==> src/rtl/alu_pkg.sv <==
// Shared definitions for the sequential ALU slice.
//  - Op-code values driven on Op.
//  - Bit positions of the packed {Z,C,N,O} flag vector.
//  - State encoding of the multiplier sequencer.
package alu_pkg;

    localparam logic [3:0] OP_PASSA = 4'h0;
    localparam logic [3:0] OP_PASSB = 4'h1;
    localparam logic [3:0] OP_NOTA  = 4'h2;
    localparam logic [3:0] OP_NOTB  = 4'h3;
    localparam logic [3:0] OP_ADD   = 4'h4;
    localparam logic [3:0] OP_ADDC  = 4'h5;
    localparam logic [3:0] OP_SUB   = 4'h6;
    localparam logic [3:0] OP_AND   = 4'h7;
    localparam logic [3:0] OP_OR    = 4'h8;
    localparam logic [3:0] OP_XOR   = 4'h9;
    localparam logic [3:0] OP_NAND  = 4'hA;
    localparam logic [3:0] OP_LSL   = 4'hB;
    localparam logic [3:0] OP_LSR   = 4'hC;
    localparam logic [3:0] OP_ASR   = 4'hD;
    localparam logic [3:0] OP_CSL   = 4'hE;
    localparam logic [3:0] OP_MUL   = 4'hF;

    // Flags are packed {Z,C,N,O}
    localparam int FLG_Z = 3;
    localparam int FLG_C = 2;
    localparam int FLG_N = 1;
    localparam int FLG_O = 0;

    typedef enum logic {
        ST_IDLE = 1'b0,
        ST_MUL  = 1'b1
    } mul_state_e;

endpackage

==> src/rtl/seq_alu_unit_if.sv <==
// Request/result bundle between the issuing stage and seq_alu_unit.
//  master: drives Start, Op, FlagWE, A, B; receives Busy, Done, ALUOut, Flags.
//  slave : the ALU itself.
interface seq_alu_unit_if #(
    parameter int WIDTH = 16
);
    logic             Start;
    logic [3:0]       Op;
    logic             FlagWE;
    logic [WIDTH-1:0] A;
    logic [WIDTH-1:0] B;
    logic             Busy;
    logic             Done;
    logic [WIDTH-1:0] ALUOut;
    logic [3:0]       Flags;

    modport master (
        output Start, Op, FlagWE, A, B,
        input  Busy, Done, ALUOut, Flags
    );

    modport slave (
        input  Start, Op, FlagWE, A, B,
        output Busy, Done, ALUOut, Flags
    );
endinterface

==> src/rtl/seq_mul.sv <==
// WIDTH-cycle shift-add multiplier.
//  Clock   : rising-edge clock
//  Reset   : asynchronous active-low reset, aborts a running multiply
//  start   : load a/b and begin (only honoured in IDLE)
//  a, b    : operands, captured on the start edge
//  busy    : multiply in progress
//  done    : high during the final iteration; product is valid in that cycle
//  product : full 2*WIDTH-bit product (combinational view of the final add)
module seq_mul
    import alu_pkg::*;
#(
    parameter int WIDTH = 16
) (
    input  logic               Clock,
    input  logic               Reset,
    input  logic               start,
    input  logic [WIDTH-1:0]   a,
    input  logic [WIDTH-1:0]   b,
    output logic               busy,
    output logic               done,
    output logic [2*WIDTH-1:0] product
);

    localparam int CW = $clog2(WIDTH);

    mul_state_e         state_q, state_d;
    logic [CW-1:0]      cnt_q;
    logic [2*WIDTH-1:0] mcand_q;
    logic [WIDTH-1:0]   mplier_q;
    logic [2*WIDTH-1:0] acc_q;
    logic [2*WIDTH-1:0] acc_d;
    logic               last;

    assign last  = (cnt_q == CW'(WIDTH - 1));
    assign acc_d = acc_q + (mplier_q[0] ? mcand_q : '0);
    // Exposing the next accumulator lets the parent register the result on
    // the same edge the sequencer leaves MUL, giving exactly WIDTH cycles.
    assign product = acc_d;

    always_ff @(posedge Clock or negedge Reset) begin
        if (!Reset) state_q <= ST_IDLE;
        else        state_q <= state_d;
    end

    always_comb begin
        state_d = state_q;
        case (state_q)
            ST_IDLE: if (start) state_d = ST_MUL;
            ST_MUL:  if (last)  state_d = ST_IDLE;
            default: state_d = ST_IDLE;
        endcase
    end

    always_comb begin
        busy = (state_q == ST_MUL);
        done = (state_q == ST_MUL) && last;
    end

    always_ff @(posedge Clock or negedge Reset) begin
        if (!Reset) begin
            cnt_q    <= '0;
            mcand_q  <= '0;
            mplier_q <= '0;
            acc_q    <= '0;
        end else if (state_q == ST_IDLE) begin
            if (start) begin
                cnt_q    <= '0;
                mcand_q  <= {{WIDTH{1'b0}}, a};
                mplier_q <= b;
                acc_q    <= '0;
            end
        end else begin
            acc_q    <= acc_d;
            mcand_q  <= mcand_q << 1;
            mplier_q <= mplier_q >> 1;
            cnt_q    <= last ? '0 : cnt_q + 1'b1;
        end
    end

endmodule

==> src/rtl/seq_alu_unit.sv <==
// Execution stage: single-cycle ALU ops plus a sequential multiply.
//  Clock : rising-edge clock
//  Reset : asynchronous active-low reset
//  bus   : slave side of seq_alu_unit_if
//          in : Start, Op, FlagWE, A, B
//          out: Busy, Done (1-cycle pulse), ALUOut, Flags {Z,C,N,O}
module seq_alu_unit
    import alu_pkg::*;
#(
    parameter int WIDTH = 16
) (
    input  logic          Clock,
    input  logic          Reset,
    seq_alu_unit_if.slave bus
);

    localparam int MSB = WIDTH - 1;

    logic               mul_busy, mul_done;
    logic [2*WIDTH-1:0] mul_prod;
    logic               fire, mul_fire, single_fire;

    logic [WIDTH-1:0]   op_a, op_b, res;
    logic [WIDTH:0]     sum;
    logic               c_res, o_res;
    logic [3:0]         alu_flags, mul_flags;

    logic [WIDTH-1:0]   aluout_q;
    logic [3:0]         flags_q;
    logic               done_q;
    logic               flagwe_q;

    // Start is dropped on the floor while a multiply runs
    assign fire        = bus.Start && !mul_busy;
    assign mul_fire    = fire && (bus.Op == OP_MUL);
    assign single_fire = fire && (bus.Op != OP_MUL);

    assign op_a = bus.A;
    assign op_b = bus.B;

    seq_mul #(.WIDTH(WIDTH)) u_mul (
        .Clock   (Clock),
        .Reset   (Reset),
        .start   (mul_fire),
        .a       (op_a),
        .b       (op_b),
        .busy    (mul_busy),
        .done    (mul_done),
        .product (mul_prod)
    );

    // Single-cycle datapath; C and O default to their held values
    always_comb begin
        res   = '0;
        sum   = '0;
        c_res = flags_q[FLG_C];
        o_res = flags_q[FLG_O];
        case (bus.Op)
            OP_PASSA: res = op_a;
            OP_PASSB: res = op_b;
            OP_NOTA:  res = ~op_a;
            OP_NOTB:  res = ~op_b;
            OP_ADD, OP_ADDC: begin
                sum   = {1'b0, op_a} + {1'b0, op_b}
                      + {{WIDTH{1'b0}}, (bus.Op == OP_ADDC) & flags_q[FLG_C]};
                res   = sum[MSB:0];
                c_res = sum[WIDTH];
                o_res = (op_a[MSB] == op_b[MSB]) && (res[MSB] != op_a[MSB]);
            end
            OP_SUB: begin
                // C is the carry of A + ~B + 1, i.e. 1 means no borrow
                sum   = {1'b0, op_a} + {1'b0, ~op_b} + {{WIDTH{1'b0}}, 1'b1};
                res   = sum[MSB:0];
                c_res = sum[WIDTH];
                o_res = (op_a[MSB] != op_b[MSB]) && (res[MSB] != op_a[MSB]);
            end
            OP_AND:  res = op_a & op_b;
            OP_OR:   res = op_a | op_b;
            OP_XOR:  res = op_a ^ op_b;
            OP_NAND: res = ~(op_a & op_b);
            OP_LSL: begin
                res   = {op_a[MSB-1:0], 1'b0};
                c_res = op_a[MSB];
            end
            OP_LSR: begin
                res   = {1'b0, op_a[MSB:1]};
                c_res = op_a[0];
            end
            OP_ASR: begin
                res   = {op_a[MSB], op_a[MSB:1]};
                c_res = op_a[0];
            end
            OP_CSL: begin
                res   = {op_a[MSB-1:0], flags_q[FLG_C]};
                c_res = op_a[MSB];
            end
            default: res = '0;
        endcase
    end

    always_comb begin
        alu_flags        = flags_q;
        alu_flags[FLG_Z] = (res == '0);
        alu_flags[FLG_C] = c_res;
        alu_flags[FLG_N] = res[MSB];
        alu_flags[FLG_O] = o_res;

        // Multiply: O flags a product that does not fit; C is left alone
        mul_flags        = flags_q;
        mul_flags[FLG_Z] = (mul_prod[MSB:0] == '0);
        mul_flags[FLG_N] = mul_prod[MSB];
        mul_flags[FLG_O] = (mul_prod[2*WIDTH-1:WIDTH] != '0);
    end

    always_ff @(posedge Clock or negedge Reset) begin
        if (!Reset) begin
            aluout_q <= '0;
            flags_q  <= '0;
            done_q   <= 1'b0;
            flagwe_q <= 1'b0;
        end else begin
            done_q <= 1'b0;
            if (mul_fire) flagwe_q <= bus.FlagWE;
            if (single_fire) begin
                aluout_q <= res;
                done_q   <= 1'b1;
                if (bus.FlagWE) flags_q <= alu_flags;
            end else if (mul_done) begin
                aluout_q <= mul_prod[MSB:0];
                done_q   <= 1'b1;
                if (flagwe_q) flags_q <= mul_flags;
            end
        end
    end

    assign bus.Busy   = mul_busy;
    assign bus.Done   = done_q;
    assign bus.ALUOut = aluout_q;
    assign bus.Flags  = flags_q;

endmodule

==> src/flat_wrapper.sv <==
// flat-port wrapper written by rule: the top's interface ports become plain ports
module seq_alu_unit_flat import alu_pkg::*;
#(
    parameter int WIDTH = 16
)
  (Clock, Reset, bus_Start, bus_Op, bus_FlagWE, bus_A, bus_B, bus_Busy, bus_Done, bus_ALUOut, bus_Flags);
  seq_alu_unit_if #(.WIDTH(WIDTH)) bus_i ();
  input  logic Clock;
  input  logic Reset;
  input wire logic [$bits(bus_i.Start)-1:0] bus_Start;
  input wire logic [$bits(bus_i.Op)-1:0] bus_Op;
  input wire logic [$bits(bus_i.FlagWE)-1:0] bus_FlagWE;
  input wire logic [$bits(bus_i.A)-1:0] bus_A;
  input wire logic [$bits(bus_i.B)-1:0] bus_B;
  output wire logic [$bits(bus_i.Busy)-1:0] bus_Busy;
  output wire logic [$bits(bus_i.Done)-1:0] bus_Done;
  output wire logic [$bits(bus_i.ALUOut)-1:0] bus_ALUOut;
  output wire logic [$bits(bus_i.Flags)-1:0] bus_Flags;
  assign bus_i.Start = bus_Start;
  assign bus_i.Op = bus_Op;
  assign bus_i.FlagWE = bus_FlagWE;
  assign bus_i.A = bus_A;
  assign bus_i.B = bus_B;
  assign bus_Busy = bus_i.Busy;
  assign bus_Done = bus_i.Done;
  assign bus_ALUOut = bus_i.ALUOut;
  assign bus_Flags = bus_i.Flags;
  seq_alu_unit #(.WIDTH(WIDTH)) u_core (.Clock(Clock), .Reset(Reset), .bus(bus_i));
endmodule
==> config.mk <==
export PLATFORM = sky130hd
export DESIGN_NAME = seq_alu_unit_flat
export DESIGN_NICKNAME = d
export VERILOG_FILES = /design/src/rtl/alu_pkg.sv /design/src/rtl/seq_alu_unit_if.sv /design/src/rtl/seq_mul.sv /design/src/rtl/seq_alu_unit.sv /design/src/flat_wrapper.sv
export SDC_FILE = /design/constraint.sdc
export NUM_CORES = 1
export LEC_CHECK = 0
export CORE_ASPECT_RATIO = 0.6
export CORE_MARGIN = 1
export CORE_UTILIZATION = 50
export CTS_CLUSTER_DIAMETER = 60
export DETAILED_ROUTE_END_ITERATION = 6
export PLACE_DENSITY = 0.69
export SYNTH_ARGS = -nofsm -noshare
export SYNTH_HDL_FRONTEND = slang
export SYNTH_HIERARCHICAL = 1
export SYNTH_SLANG_ARGS = --single-unit
export TNS_END_PERCENT = 30
==> constraint.sdc <==
create_clock -name Clock -period 4.1 [get_ports Clock]
set_input_delay 1.025 -clock Clock [delete_from_list [all_inputs] [get_ports Clock]]
set_output_delay 1.025 -clock Clock [all_outputs]
set_load 0.02 [all_outputs]
==> impl_metrics.ini <==
[finish]
final-instance-count-excl-fill = 1763
highest_count_cells_in_the_layout_ignoring_fill_and_taps = sky130_fd_sc_hd__buf_4, sky130_fd_sc_hd__nand2_1, sky130_fd_sc_hd__dfrtp_1
layout-drive-gt1-share_pct = 21.21
num_antenna_cells = 0
layout.nets = 1609
mostFrequentLayoutCell = sky130_fd_sc_hd__buf_4
syn2layout_area_growth_pct = 28.00
fillers = 1736

[logic_synthesis]
synth_top_area_share_pct = 25.97
syn_area_um2 = 10310
synthFlopType = sky130_fd_sc_hd__dfrtp_1
synth_cells = 1262
synth-warning-count = 6
synth_area_leaders = sky130_fd_sc_hd__dfrtp_1, sky130_fd_sc_hd__ha_1, sky130_fd_sc_hd__mux2i_1
postSynthNetCount = 1386
synthDominantAreaCellType = sky130_fd_sc_hd__dfrtp_1
synthDistinctLibCells = 83
synth_edf_count = 0
synth-seq-cells = 107
share_of_the_yosys_chip_area_belonging_to_registers_pct = 25.97
async_reset_ff_share_pct = 100.0
postSynthAreaPerCell_um2 = 8.168

[sta]
slew_margin_rel_pct = 47.24
transition_at_the_pin_with_the_smallest_max_transition_slack_ps = 791.4
final_min_period_over_clock_period_pct = 98.39
fin_ws_ps = 66.02
setup_viol_count_final = 0
setup-tns-final_ps = 0
hold_viol_final = 0
fmaxAchievable_ghz = 0.2479
timing_max_transition_violations_final = 0
grt_setup_unrepaired = true
finClkSkew_ps = 10.73
final_critical_path_required_period_ps = 4034

[setup_path]
crit_path_start_kind = input pin
path_max_fanout = 7
critPathArrivalTime_ps = 4340
critical_path_class = input pin to flip-flop
worstSetupStartpoint = bus_A[2]
number_of_cells_on_the_worst_reg_to_reg_path = 17
r2r-start = u_core/u_mul/mcand_q[0]$_DFFE_PN0P_
worst_setup_path_end_kind = flip-flop
r2r_setup_slack_ps = 140
worstReg2RegEnd = u_core/bus.Flags[0]$_DFFE_PN0P_
cp.required_ps = 4410

[power]
final_total_pwr_w = 0.005860
power.density_cell_area_nw_per_um2 = 444.1
worst_ir_drop_vdd_mv = 0.3762
p_leak_nw = 6.101

[routing]
drt.antenna.violating_nets = 0
vias_per_cell = 6.306
dr.pass1.iters = 6
drc = 0
routed_wire_length_per_instance_um = 23.43
drt-initial-drc-count = 1486
wirelength_um = 41310
routed-via-count = 11120

[place]
place.port_buffers = 61
gp_routability_congestion = 1.070
place_worst_setup_slack_ps = -656.1
placed_cells_incl_taps = 1743
post_dp_hpwl_um = 32430

[global_route]
grt_max_degree = 73
grt_remaining_overflow = 0
number_of_global_route_vias_before_repair = 10000
wire_length_of_the_first_global_routing_pass_um = 61850
initial_antenna_violation_count = 1
grt_util_overall_pct = 39.02

[hold_path]
holdPathEnd = u_core/u_mul/mplier_q[14]$_DFFE_PN0P_
worst_hold_path_type = flip-flop to flip-flop
min_delay_path_depth = 2
hold_path_startpoint = u_core/u_mul/mplier_q[15]$_DFFE_PN0P_

[clocking]
clk_path_buf_depth = 2
clk_latency_ps = 370
path_clk_slew_ps = 70
clock_sinks = 107
level_count_of_the_clock_h_tree = 3
clock_tree_from_tritoncts = done
library_cell_used_as_clock_root_buffer = sky130_fd_sc_hd__clkbuf_16
cts_inserted_buffers = 9

[floorplanning]
die_h_um = 113.2
die-area_um2 = 21210
coreArea_um2 = 20120
boundary_pins = 62
dieWidth_um = 187.4
floorplan.rows = 40
effective_utilization_at_floorplan_pct = 51.24

[status]
status = complete, no violations

[run]
max-cap-violations = 0
-- stage by stage --
step	hold WS, ps	utilization (%)	area, um2
3_5_place_dp	471.2	63.18	12710
4_1_cts	486.2	64.84	13050
2_1_floorplan	449.2	-	10310
3_3_place_gp	462.4	63.18	12710
6_report	483.6	65.58	13200
5_1_grt	521.2	65.58	13200
-- final cells by class --
type | count | area [um2] | area share (%)
multi-input cells | 1009 | 7188 | 54.48
repair buffers | 300 | 2462 | 18.66
flip-flops and latches | 107 | 2681 | 20.32
clock buffers | 11 | 242.7 | 1.840
inverters | 58 | 217.7 | 1.650
well taps | 273 | 341.6 | 2.589
clock inverters | 5 | 61.31 | 0.4646
-- synthesized netlist by cell type, drive strengths merged (15+ instances only) --
cell type  count
nor3          20
nor4          15
ha            80
a211oi        17
nand3         24
a21o          26
inv           56
nor2b         19
and2          41
nand2b        35
nand2        120
nor2          64
clkbuf        60
xnor2         24
o21ai        105
a21oi         82
mux2i         54
dfrtp        107
buf           28
xor2          21
a22o          38
-- power by group --
group          switching [W]  total [W]  leakage, nW  internal, W
registers           0.000349    0.00183         1.40      0.00148
clock network       0.000431   0.000925        0.138     0.000494
logic                0.00177    0.00311         4.56      0.00133
total                0.00255    0.00586         6.10      0.00331
-- worst max-delay path by stage --
stage                     cells past startpoint                               to  slack (ps)
after floorplan                              15  u_core/bus.Flags[3]$_DFFE_PN0P_          10
after global placement                       15  u_core/bus.Flags[3]$_DFFE_PN0P_        -590
after detailed placement                     15  u_core/bus.Flags[3]$_DFFE_PN0P_        -660
after CTS                                    15  u_core/bus.Flags[3]$_DFFE_PN0P_          30
after global routing                         16  u_core/bus.Flags[3]$_DFFE_PN0P_         -90
final                                        12  u_core/bus.Flags[3]$_DFFE_PN0P_          70
-- flip-flops by register name, summed over array words and instances (netlist names) --
register / cells
u_core/bus.ALUOut: 16
u_core/bus.Done: 1
u_core/bus.Flags: 4
u_core/flagwe_q: 1
u_core/u_mul/acc_q: 32
u_core/u_mul/busy: 1
u_core/u_mul/cnt_q: 4
u_core/u_mul/mcand_q: 32
u_core/u_mul/mplier_q: 16
-- timing repair --
action	4_1_cts	5_1_grt
endpoints found under the setup margin	4	5
buffers inserted	0	4
gates resized for setup	8	39
pin swaps	0	15
hold buffers	0	0
-- layer usage --
| metal | GRT usage [%] | up-vias | routed length (um) |
|---|---|---|---|
| met5 | 1.810 | - | 55 |
| met1 | 60.04 | 5303 | 19500 |
| li1 | - | 5085 | - |
| met2 | 47.56 | 674 | 14790 |
| met4 | 6.829 | 2 | 605 |
| met3 | 18.42 | 54 | 6359 |
-- kinds of logic after synthesis --
logic type | count (synthesis) | share of synthesized area (%)
AOI/OAI and AO/OA | 430 | 28.95
xor gates and xnor gates | 45 | 3.823
adders and majority gates | 84 | 10.49
buffers and inverters | 146 | 5.668
DFF | 107 | 25.97
muxes | 61 | 6.008
and+or+nand+nor | 389 | 19.09
-- critical path: stages --
cell                              delay [ps]
sky130_fd_sc_hd__clkdlybuf4s50_1         480
sky130_fd_sc_hd__inv_1                    60
sky130_fd_sc_hd__ha_1                    330
sky130_fd_sc_hd__buf_4                   180
sky130_fd_sc_hd__or4_4                   540
sky130_fd_sc_hd__a31o_4                  270
sky130_fd_sc_hd__a221o_1                 290
sky130_fd_sc_hd__a211o_1                 310
sky130_fd_sc_hd__a2111oi_4               200
sky130_fd_sc_hd__nand4_1                 150
sky130_fd_sc_hd__nor4_2                  300
sky130_fd_sc_hd__a41o_1                  190
No activity file was read; power rests on OpenSTA's default activity.
